<file path="src/rtl/uart_pkg.sv">
// -----------------------------------------------------------------------------
// uart_pkg
//
// Shared definitions for the UART transmit arbiter:
//   UART_DATA_W  - width of one UART byte
//   arb_state_t  - 2-bit arbiter FSM state encoding
//
// Imported by uart_tx_arbiter and rr_pick.
// -----------------------------------------------------------------------------
package uart_pkg;

    localparam int UART_DATA_W = 8;

    typedef enum logic [1:0] {
        ST_IDLE      = 2'd0,
        ST_ISSUE     = 2'd1,
        ST_WAIT_BUSY = 2'd2,
        ST_WAIT_DONE = 2'd3
    } arb_state_t;

endpackage

</file>
<file path="src/rtl/uart_tx_arbiter_rr_pick.sv">
// -----------------------------------------------------------------------------
// rr_pick
//
// Combinational round-robin winner search. The search starts one position
// after the last owner and wraps modulo NUM_REQ, so the last owner has the
// lowest priority on the next pick.
//
// Ports:
//   req    in   NUM_REQ  pending requests
//   last   in   IDX_W    index of the previous winner
//   winner out  IDX_W    index of the chosen requester (0 when none)
//   valid  out  1        at least one request is pending
// -----------------------------------------------------------------------------
module rr_pick #(
    parameter int NUM_REQ = 4,
    parameter int IDX_W   = $clog2(NUM_REQ)
) (
    input  logic [NUM_REQ-1:0] req,
    input  logic [IDX_W-1:0]   last,
    output logic [IDX_W-1:0]   winner,
    output logic               valid
);

    // Candidate gi is the requester (last + 1 + gi) mod NUM_REQ; candidate 0
    // has the highest priority.
    logic [IDX_W-1:0]   cand_idx [NUM_REQ];
    logic [NUM_REQ-1:0] cand_req;

    for (genvar gi = 0; gi < NUM_REQ; gi++) begin : g_cand
        logic [IDX_W:0] sum;

        // One extra bit holds last + offset without overflow (max 2*NUM_REQ-1).
        assign sum = {1'b0, last} + (IDX_W + 1)'(gi + 1);

        assign cand_idx[gi] = (sum >= (IDX_W + 1)'(NUM_REQ))
                            ? IDX_W'(sum - (IDX_W + 1)'(NUM_REQ))
                            : IDX_W'(sum);

        assign cand_req[gi] = req[cand_idx[gi]];
    end

    // Scan from lowest to highest priority so the last hit is the winner.
    always_comb begin
        winner = '0;
        valid  = 1'b0;
        for (int i = NUM_REQ - 1; i >= 0; i--) begin
            if (cand_req[i]) begin
                winner = cand_idx[i];
                valid  = 1'b1;
            end
        end
    end

endmodule

</file>
<file path="src/rtl/uart_tx_arbiter.sv">
// -----------------------------------------------------------------------------
// uart_tx_arbiter
//
// Round-robin arbiter that lets NUM_REQ requesters share one UART
// transmitter. Each accepted byte produces a one-cycle gnt pulse to its
// owner together with a one-cycle tx_start to the transmitter, then the
// arbiter waits for the transmitter to go busy and idle again before
// picking the next byte.
//
// Parameters:
//   NUM_REQ      number of requesters (2..8)
//   WDOG_CYCLES  watchdog limit in clk cycles for the WAIT_BUSY state
//
// Ports:
//   clk          in   1              system clock, rising edge
//   reset_n      in   1              asynchronous active-low reset
//   req          in   NUM_REQ        per-requester byte pending
//   req_data     in   NUM_REQ*8      byte of requester i in [8i+7:8i]
//   gnt          out  NUM_REQ        one-hot pulse: byte of requester i taken
//   tx_start     out  1              one-cycle start pulse to the transmitter
//   tx_data      out  8              byte presented to the transmitter
//   tx_busy      in   1              transmitter busy flag
//   arb_busy     out  1              high in every state except IDLE
//   arb_owner    out  clog2(NUM_REQ) index of last granted requester
//   err_timeout  out  1              sticky watchdog error
//
// Build option:
//   UART_ARB_WDOG_EN  when defined, a watchdog aborts WAIT_BUSY if tx_busy
//                     never rises within WDOG_CYCLES cycles and sets the
//                     sticky err_timeout flag. When undefined, WAIT_BUSY
//                     waits indefinitely and err_timeout is constant 0.
// -----------------------------------------------------------------------------
module uart_tx_arbiter
    import uart_pkg::*;
#(
    parameter int NUM_REQ     = 4,
    parameter int WDOG_CYCLES = 64
) (
    input  logic                           clk,
    input  logic                           reset_n,
    input  logic [NUM_REQ-1:0]             req,
    input  logic [NUM_REQ*UART_DATA_W-1:0] req_data,
    output logic [NUM_REQ-1:0]             gnt,
    output logic                           tx_start,
    output logic [UART_DATA_W-1:0]         tx_data,
    input  logic                           tx_busy,
    output logic                           arb_busy,
    output logic [$clog2(NUM_REQ)-1:0]     arb_owner,
    output logic                           err_timeout
);

    localparam int OWNER_W = $clog2(NUM_REQ);

    // Elaboration-time parameter sanity check.
    if (NUM_REQ < 2 || NUM_REQ > 8 || WDOG_CYCLES < 1) begin : g_bad_param
        $error("uart_tx_arbiter: NUM_REQ must be 2..8 and WDOG_CYCLES >= 1");
    end

    // -------------------------------------------------------------------------
    // Per-requester byte view of the flat data bus
    // -------------------------------------------------------------------------
    logic [UART_DATA_W-1:0] req_byte [NUM_REQ];

    for (genvar gi = 0; gi < NUM_REQ; gi++) begin : g_bytes
        assign req_byte[gi] = req_data[gi*UART_DATA_W +: UART_DATA_W];
    end

    // -------------------------------------------------------------------------
    // State and output registers
    // -------------------------------------------------------------------------
    arb_state_t              state_reg;
    logic                    tx_start_reg;
    logic [UART_DATA_W-1:0]  tx_data_reg;
    logic [NUM_REQ-1:0]      gnt_reg;
    logic [OWNER_W-1:0]      owner_reg;

    // -------------------------------------------------------------------------
    // Round-robin search, only acted on while in IDLE
    // -------------------------------------------------------------------------
    logic [OWNER_W-1:0] pick_idx;
    logic               pick_valid;

    rr_pick #(
        .NUM_REQ (NUM_REQ),
        .IDX_W   (OWNER_W)
    ) u_rr_pick (
        .req    (req),
        .last   (owner_reg),
        .winner (pick_idx),
        .valid  (pick_valid)
    );

    // -------------------------------------------------------------------------
    // Optional watchdog on WAIT_BUSY
    // -------------------------------------------------------------------------
`ifdef UART_ARB_WDOG_EN
    localparam int WDOG_W = $clog2(WDOG_CYCLES + 1);

    logic [WDOG_W-1:0] wdog_cnt_reg;
    logic              err_reg;
    logic              wdog_expired;

    // Expires on the WDOG_CYCLES-th consecutive WAIT_BUSY cycle with no busy.
    assign wdog_expired = (state_reg == ST_WAIT_BUSY) && !tx_busy &&
                          (wdog_cnt_reg == WDOG_W'(WDOG_CYCLES - 1));

    always_ff @(posedge clk or negedge reset_n) begin
        if (!reset_n) begin
            wdog_cnt_reg <= '0;
            err_reg      <= 1'b0;
        end else begin
            if (state_reg == ST_WAIT_BUSY && !tx_busy && !wdog_expired) begin
                wdog_cnt_reg <= wdog_cnt_reg + WDOG_W'(1);
            end else begin
                wdog_cnt_reg <= '0;
            end
            // Sticky until the next reset.
            if (wdog_expired) begin
                err_reg <= 1'b1;
            end
        end
    end

    assign err_timeout = err_reg;
`else
    assign err_timeout = 1'b0;
`endif

    // -------------------------------------------------------------------------
    // Arbiter FSM. Outputs are registered; gnt and tx_start default low so
    // they are single-cycle pulses during ISSUE.
    // -------------------------------------------------------------------------
    always_ff @(posedge clk or negedge reset_n) begin
        if (!reset_n) begin
            state_reg    <= ST_IDLE;
            tx_start_reg <= 1'b0;
            tx_data_reg  <= '0;
            gnt_reg      <= '0;
            // Pointing at the last requester makes requester 0 win first.
            owner_reg    <= OWNER_W'(NUM_REQ - 1);
        end else begin
            tx_start_reg <= 1'b0;
            gnt_reg      <= '0;

            case (state_reg)
                ST_IDLE: begin
                    if (pick_valid) begin
                        state_reg    <= ST_ISSUE;
                        tx_start_reg <= 1'b1;
                        gnt_reg      <= NUM_REQ'(1) << pick_idx;
                        tx_data_reg  <= req_byte[pick_idx];
                        owner_reg    <= pick_idx;
                    end
                end

                ST_ISSUE: begin
                    state_reg <= ST_WAIT_BUSY;
                end

                ST_WAIT_BUSY: begin
                    if (tx_busy) begin
                        state_reg <= ST_WAIT_DONE;
                    end
`ifdef UART_ARB_WDOG_EN
                    else if (wdog_expired) begin
                        state_reg <= ST_IDLE;
                    end
`endif
                end

                ST_WAIT_DONE: begin
                    if (!tx_busy) begin
                        state_reg <= ST_IDLE;
                    end
                end

                default: begin
                    state_reg <= ST_IDLE;
                end
            endcase
        end
    end

    assign gnt       = gnt_reg;
    assign tx_start  = tx_start_reg;
    assign tx_data   = tx_data_reg;
    assign arb_owner = owner_reg;
    assign arb_busy  = (state_reg != ST_IDLE);

endmodule
</file>
<file path="config.mk">
export PLATFORM = sky130hd
export DESIGN_NAME = uart_tx_arbiter
export DESIGN_NICKNAME = d
export VERILOG_FILES = /design/src/rtl/uart_pkg.sv /design/src/rtl/uart_tx_arbiter_rr_pick.sv /design/src/rtl/uart_tx_arbiter.sv
export SDC_FILE = /design/constraint.sdc
export NUM_CORES = 1
export LEC_CHECK = 0
export CAP_MARGIN = 40
export CELL_PAD_IN_SITES_DETAIL_PLACEMENT = 1
export CELL_PAD_IN_SITES_GLOBAL_PLACEMENT = 1
export CORE_MARGIN = 2
export CORE_UTILIZATION = 25
export CTS_CLUSTER_DIAMETER = 120
export DETAILED_ROUTE_END_ITERATION = 16
export PLACE_DENSITY_LB_ADDON = 0.1
export SYNTH_ARGS = -nofsm -noshare
export SYNTH_HDL_FRONTEND = slang
export SYNTH_SLANG_ARGS = --single-unit
export TNS_END_PERCENT = 30
</file>
<file path="constraint.sdc">
create_clock -name clk -period 1.8 [get_ports clk]
set_clock_uncertainty 0.05 [all_clocks]
set_input_delay 0.27 -clock clk [delete_from_list [all_inputs] [get_ports clk]]
set_output_delay 0.27 -clock clk [all_outputs]
set_load 0.005 [all_outputs]
</file>
# Word-level counts from Yosys, hierarchy flattened
# Index checks and enable logic that the tools add are counted.
[op_classes]
add_sub_neg = 8
order_cmp = 9
eq_ne = 6
shift = 1
muxes = 31
bitwise_logic = 1
reduce_logical = 4
[ops]
columns = ["cell", "n"]
rows = [
  ["2-to-1 mux 2 bit", 11],
  ["binary-select mux 8 bit (select 2 bit)", 1],
  ["2-to-1 mux 8 bit", 2],
  [">= comparator 3 bit (second input constant)", 5],
  ["less-than comparator 2 x 3 -> 1 bit (second input constant)", 4],
  ["2-to-1 mux 1 bit", 10],
  ["binary-select mux 1 bit (select 2 bit)", 4],
  ["2-to-1 mux 4 bit", 2],
  ["one-hot mux 2 bit (4 select lines)", 1],
  ["subtractor 2 x 1 -> 2 bit (second input constant)", 4],
  ["adder 2 x 2 -> 3 bit (second input constant)", 2],
  ["!= test 2 bit (second input constant)", 3],
  ["== test 2 bit (second input constant)", 2],
  ["<< shifter 1 x 2 -> 4 bit (first input constant)", 1],
  ["adder 2 x 1 -> 3 bit (second input constant)", 1],
  ["adder 2 x 3 -> 3 bit (second input constant)", 1],
  ["inverter 2 -> 3 bit", 1],
  ["AND reduction 3 bit", 1],
  ["== test 2 x 1 -> 1 bit (second input constant)", 1],
  ["logical NOT 2 bit", 1],
  ["AND reduction 2 bit", 1],
  ["nonzero test 2 bit", 1],
]
[word_totals]
reg_bits = 17
input_bits = 39
out_inout_bits = 17
word_cells = 65

# Longest topological paths before layout
[depth]
word_depth = 13
mapped_depth = 8
depth_no_buf = 7

# Modules after synthesis
# Synthesis repeated with hierarchy kept, for this count alone.
[unflattened]
cells_unflattened = 94
area_unflattened_um2 = 1027.2
[by_module_without_submodules]
columns = ["mod", "instances", "cells_per_inst", "area_each_um2"]
rows = [
  ["uart_tx_arbiter", 1, 80, 935.9],
  ["rr_pick", 1, 14, 91.3],
]

# Least setup slack after synthesis
# OpenSTA, ideal clock, no wires.
[synth_path]
kind = "reg-to-reg"
startpoint = "register owner_reg[0] (netlist: arb_owner[0])"
endpoint = "register tx_data_reg[1] (netlist: tx_data[1])"
setup_ps = 149
t_arrival_ps = 1546
setup_slack_ps = 55
stages_incl_launch_ff = 9
period_less_slack_ps = 1745
cell_sequence = "dfstp_2 -> nand2b_1 -> a21o_1 -> buf_6 -> and3_1 -> buf_6 -> buf_12 -> mux2i_1 -> a211oi_1"
[synth_via]
elab_chain_len = 13
[synth_lines]
columns = ["element", "line", "rtl"]
rows = [
  ["from (decl)", "uart_tx_arbiter.sv:75", "logic [OWNER_W-1:0] owner_reg;"],
  ["from (signal assigned)", "uart_tx_arbiter.sv:140", "owner_reg <= OWNER_W'(NUM_REQ - 1);"],
  ["from (signal assigned)", "uart_tx_arbiter.sv:152", "owner_reg <= pick_idx;"],
  ["adder 2 x 3 -> 3 bit", "uart_tx_arbiter_rr_pick.sv:33", "assign sum = {1'b0, last} + (IDX_W + 1)'(gi + 1);"],
  [">= comparator 3 bit or subtractor 2 x 1 -> 2 bit (tied branches)", "uart_tx_arbiter_rr_pick.sv:35, uart_tx_arbiter_rr_pick.sv:36", ""],
  ["2-to-1 mux 2 bit", "uart_tx_arbiter_rr_pick.sv:36", "? IDX_W'(sum - (IDX_W + 1)'(NUM_REQ))"],
  ["binary-select mux 1 bit (select 2 bit)", "uart_tx_arbiter_rr_pick.sv:39", "assign cand_req[gi] = req[cand_idx[gi]];"],
  ["2-to-1 mux 1 bit (implied by the code)", "uart_tx_arbiter_rr_pick.sv:39", ""],
  ["2-to-1 mux 2 bit (4 in series)", "uart_tx_arbiter_rr_pick.sv:47", "if (cand_req[i]) begin"],
  ["inverter 2 -> 3 bit (implied by the code)", "uart_tx_arbiter.sv:151", "tx_data_reg <= req_byte[pick_idx];"],
  ["binary-select mux 8 bit (select 2 bit)", "uart_tx_arbiter.sv:151", ""],
  ["2-to-1 mux 8 bit (implied by the code) (2 in series)", "uart_tx_arbiter.sv:151", ""],
  ["to (signal assigned)", "uart_tx_arbiter.sv:151", ""],
  ["to (decl)", "uart_tx_arbiter.sv:73", "logic [UART_DATA_W-1:0] tx_data_reg;"],
]
# Several ways; a longest one is shown, not always the timed one. The select of a mux whose other input is x is not followed.
# A chain may end at the register's enable or synchronous reset.

# Final worst setup path
[layout_path]
startpoint = "register owner_reg[1] (netlist: arb_owner[1])"
endpoint = "output arb_owner[1]"
[layout_lines]
columns = ["element", "line", "rtl"]
rows = [
  ["to (decl)", "uart_tx_arbiter.sv:48", "output logic [$clog2(NUM_REQ)-1:0] arb_owner,"],
]
# No word-level cell between the ends.

==> results.yml <==
routing:
  ant_nets: 0
  drt_iter0_markers: 15
  routed_wl_um: 3220
  drc: 0
  post_drt_wl_per_cell_um: 14.1
  viasPerCell: 4.78
  first_pass_iters: 4
  num_vias: 1090
min_path:
  min_path_type: "input pin to asynchronous set/reset pin"
power:
  clock_power_share_pct: 12.1
  powerDensity_nw_per_um2: 1310
  power_mw: 2.37
  p_comb_share_pct: 59.0
  p_leak_nw: 0.794
  p_int_mw: 1.52
  sw_frac_of_total_pct: 36.0
  ir_drop_v: 0.000436
  switching_power_mw: 0.854
  power_frac_seq_pct: 28.9
setup_path:
  path_buf_inv: 1
  worstSetupPathType: "flop to primary output"
  crit_fanout: 6
  crit_required_ps: 1480
  crit_arrival_ps: 1390
  crit_family: "flip-flops"
  slowest_stage: "dfstp_2"
  max_stage_delay_ps: 600
  cp-start-kind: "flop"
  cp-end-kind: "primary output"
  crit_chain: "clkdlybuf4s50_1"
cts:
  cts_tree: "done"
  clkLatencyLatePin_ps: 250
  clk_pin_slew_ps: 70
  hold_buffers: 0
  numCtsBuffers: 3
  cts-root-buf: "clkbuf_8"
  cts_sinks: 17
  clk_path_buf_depth: 2
  cts_max_level: 1
final_layout:
  nFillCells: 471
  final_net_count: 221
  n_antenna_cell: 0
  drive_above_1_share_pct: 18.5
  finish.utilization_pct: 44.7
  final_cell_mix: "clkdlybuf4s50_1, a211oi_1, dfrtp_1, buf_4, nor2_1"
  area_delta_synth_final_pct: 70.6
  final_common_cell: "clkdlybuf4s50_1"
  largest_reg_flops: 8
synth:
  ys_seq_area_share_pct: 40.3
  synth_cells: 109
  ys_warn_count: 0
  synth-seq-cells: 17
  avgSynthCellArea_um2: 9.75
  synth_cell_types: 29
  syn_nets: 151
  synth_area_um2: 1060
outcome:
  outcome: "finished, final reports clean"
global_route:
  grt_pass1_wl_um: 5280
  antenna_found_initial: 0
  grt_use_met3_pct: 2.76
  grt_max_degree: 18
  top_usage_layer: "met2"
  grt_use_met1_pct: 16.0
  grt_usage_pct: 13.7
  grt_use_met2_pct: 25.0
  grt_overflow: 0
  grt_pass1_vias: 1120
sta:
  final_max_slew_viol_count: 0
  min_period_ps: 1710
  tns_ps: 0
  fin_crit_sh_pct: 95.0
  setup_slack_ps: 90.1
  hold_violations: 0
  setup_violations: 0
  max_freq_ghz: 0.585
placed_design:
  portBuffers: 54
  gp_congestion: 0.768
  post-dp-hpwl_um: 2540
  place_ws_ps: -275
floorplanning:
  die_h_um: 69.2
  core_um2: 4060
  die_area_um2: 4790
  core.rowCount: 23
  die_x_um: 69.2
  initial_core_util_pct: 26.2
  io_pins: 56
flow_run:
  maxCapViolations: 0
==> metal layers <==
layer	routed length [µm]	vias to the layer above
met1	1330	533
met5	0	-
met4	15	0
met2	1730	33
met3	146	2
li1	-	522
==> cell type report <==
type	instances	area, µm²	area share [%]
Tap cell	50	62.6	3.45
Sequential cell	17	428	23.6
Timing Repair Buffer	71	692	38.2
Inverter	12	45.0	2.49
Multi-Input combinational cell	74	539	29.8
Clock buffer	4	45.0	2.49
==> repair_timing <==
item	4_1_cts	5_1_grt
setup endpoints to repair	2	9
gates resized for setup	3	7
buffers inserted	1	1
==> metrics by stage <==
stage                     area (µm²)  hold WS (ps)  cells
after detailed placement        1730           479    222
after floorplan                 1060         -75.6    109
final                           1810           292    228
after CTS                       1780           301    227
after global placement          1730           477    222
after global routing            1810           313    228
==> synthesized netlist by cell type <==
| cell type | n | area share, % |
|---|---|---|
| conb_1 | 1 | 0.35 |
| nor2b_1 | 3 | 1.8 |
| a21o_1 | 1 | 0.71 |
| a31oi_1 | 8 | 4.7 |
| o21ai_0 | 3 | 1.4 |
| nor4_2 | 1 | 1.2 |
| nor2_1 | 14 | 4.9 |
| mux2i_1 | 8 | 7.5 |
| or2_2 | 1 | 0.59 |
| inv_1 | 12 | 4.2 |
| o221a_2 | 1 | 1.1 |
| ha_1 | 3 | 3.5 |
| o21ai_4 | 1 | 1.5 |
| nor3_2 | 1 | 0.94 |
| and3_1 | 2 | 1.2 |
| a221oi_1 | 1 | 0.82 |
| buf_6 | 3 | 3.2 |
| buf_4 | 1 | 0.71 |
| o21ai_2 | 1 | 0.82 |
| a21oi_1 | 1 | 0.47 |
| nand2b_1 | 2 | 1.2 |
| dfrtp_1 | 15 | 35 |
| and2_1 | 1 | 0.59 |
| buf_12 | 1 | 1.9 |
| a211oi_1 | 17 | 12 |
| clkbuf_1 | 1 | 0.35 |
| nand2_1 | 2 | 0.71 |
| dfstp_2 | 2 | 4.9 |
| nor2b_4 | 1 | 1.3 |
==> worst reg2reg max path, cell delays in order (launching register included) <==
cell      delay (ps)
dfstp_2          570
nand2b_1         140
a21o_1           130
and3_2           230
buf_12           150
mux2i_1          220
a211oi_1         100
==> power by group through the flow <==
stage	clock (mW)	sequential [mW]	combinational (mW)
after floorplan	0	0.696	0.714
after global placement	0	0.696	1.31
after detailed placement	0	0.704	1.35
after CTS	0.293	0.694	1.39
after global routing	0.312	0.712	1.54
final	0.287	0.685	1.40
==> worst paths after layout <==
| check | from | to | slack [ps] | cells past startpoint |
|---|---|---|---|---|
| min reg2reg | arb_owner[0] | arb_owner[0] | 490 | 2 |
| min in group clk | arb_owner[0] | arb_owner[0] | 490 | 2 |
| max in group asynchronous | reset_n | arb_owner[0] | 1160 | 2 |
| min | reset_n | tx_data[6] | 290 | 2 |
| max reg2reg | arb_owner[0] | tx_data[3] | 90 | 6 |
| max | arb_owner[1] | arb_owner[1] | 90 | 1 |
==> cells by family (layout without fill, tap and decap cells) <==
logic type	count (synthesis)	in the layout	synth area share, %
AOI/OAI and AO/OA	34	34	23.6
adders and majority gates	3	3	3.53
buffers and inverters	18	87	10.4
DFF	17	17	40.3
muxes	8	8	7.54
other	1	1	0.353
and+or+nand+nor	28	28	14.4
Power figures use the tool's default switching activity.
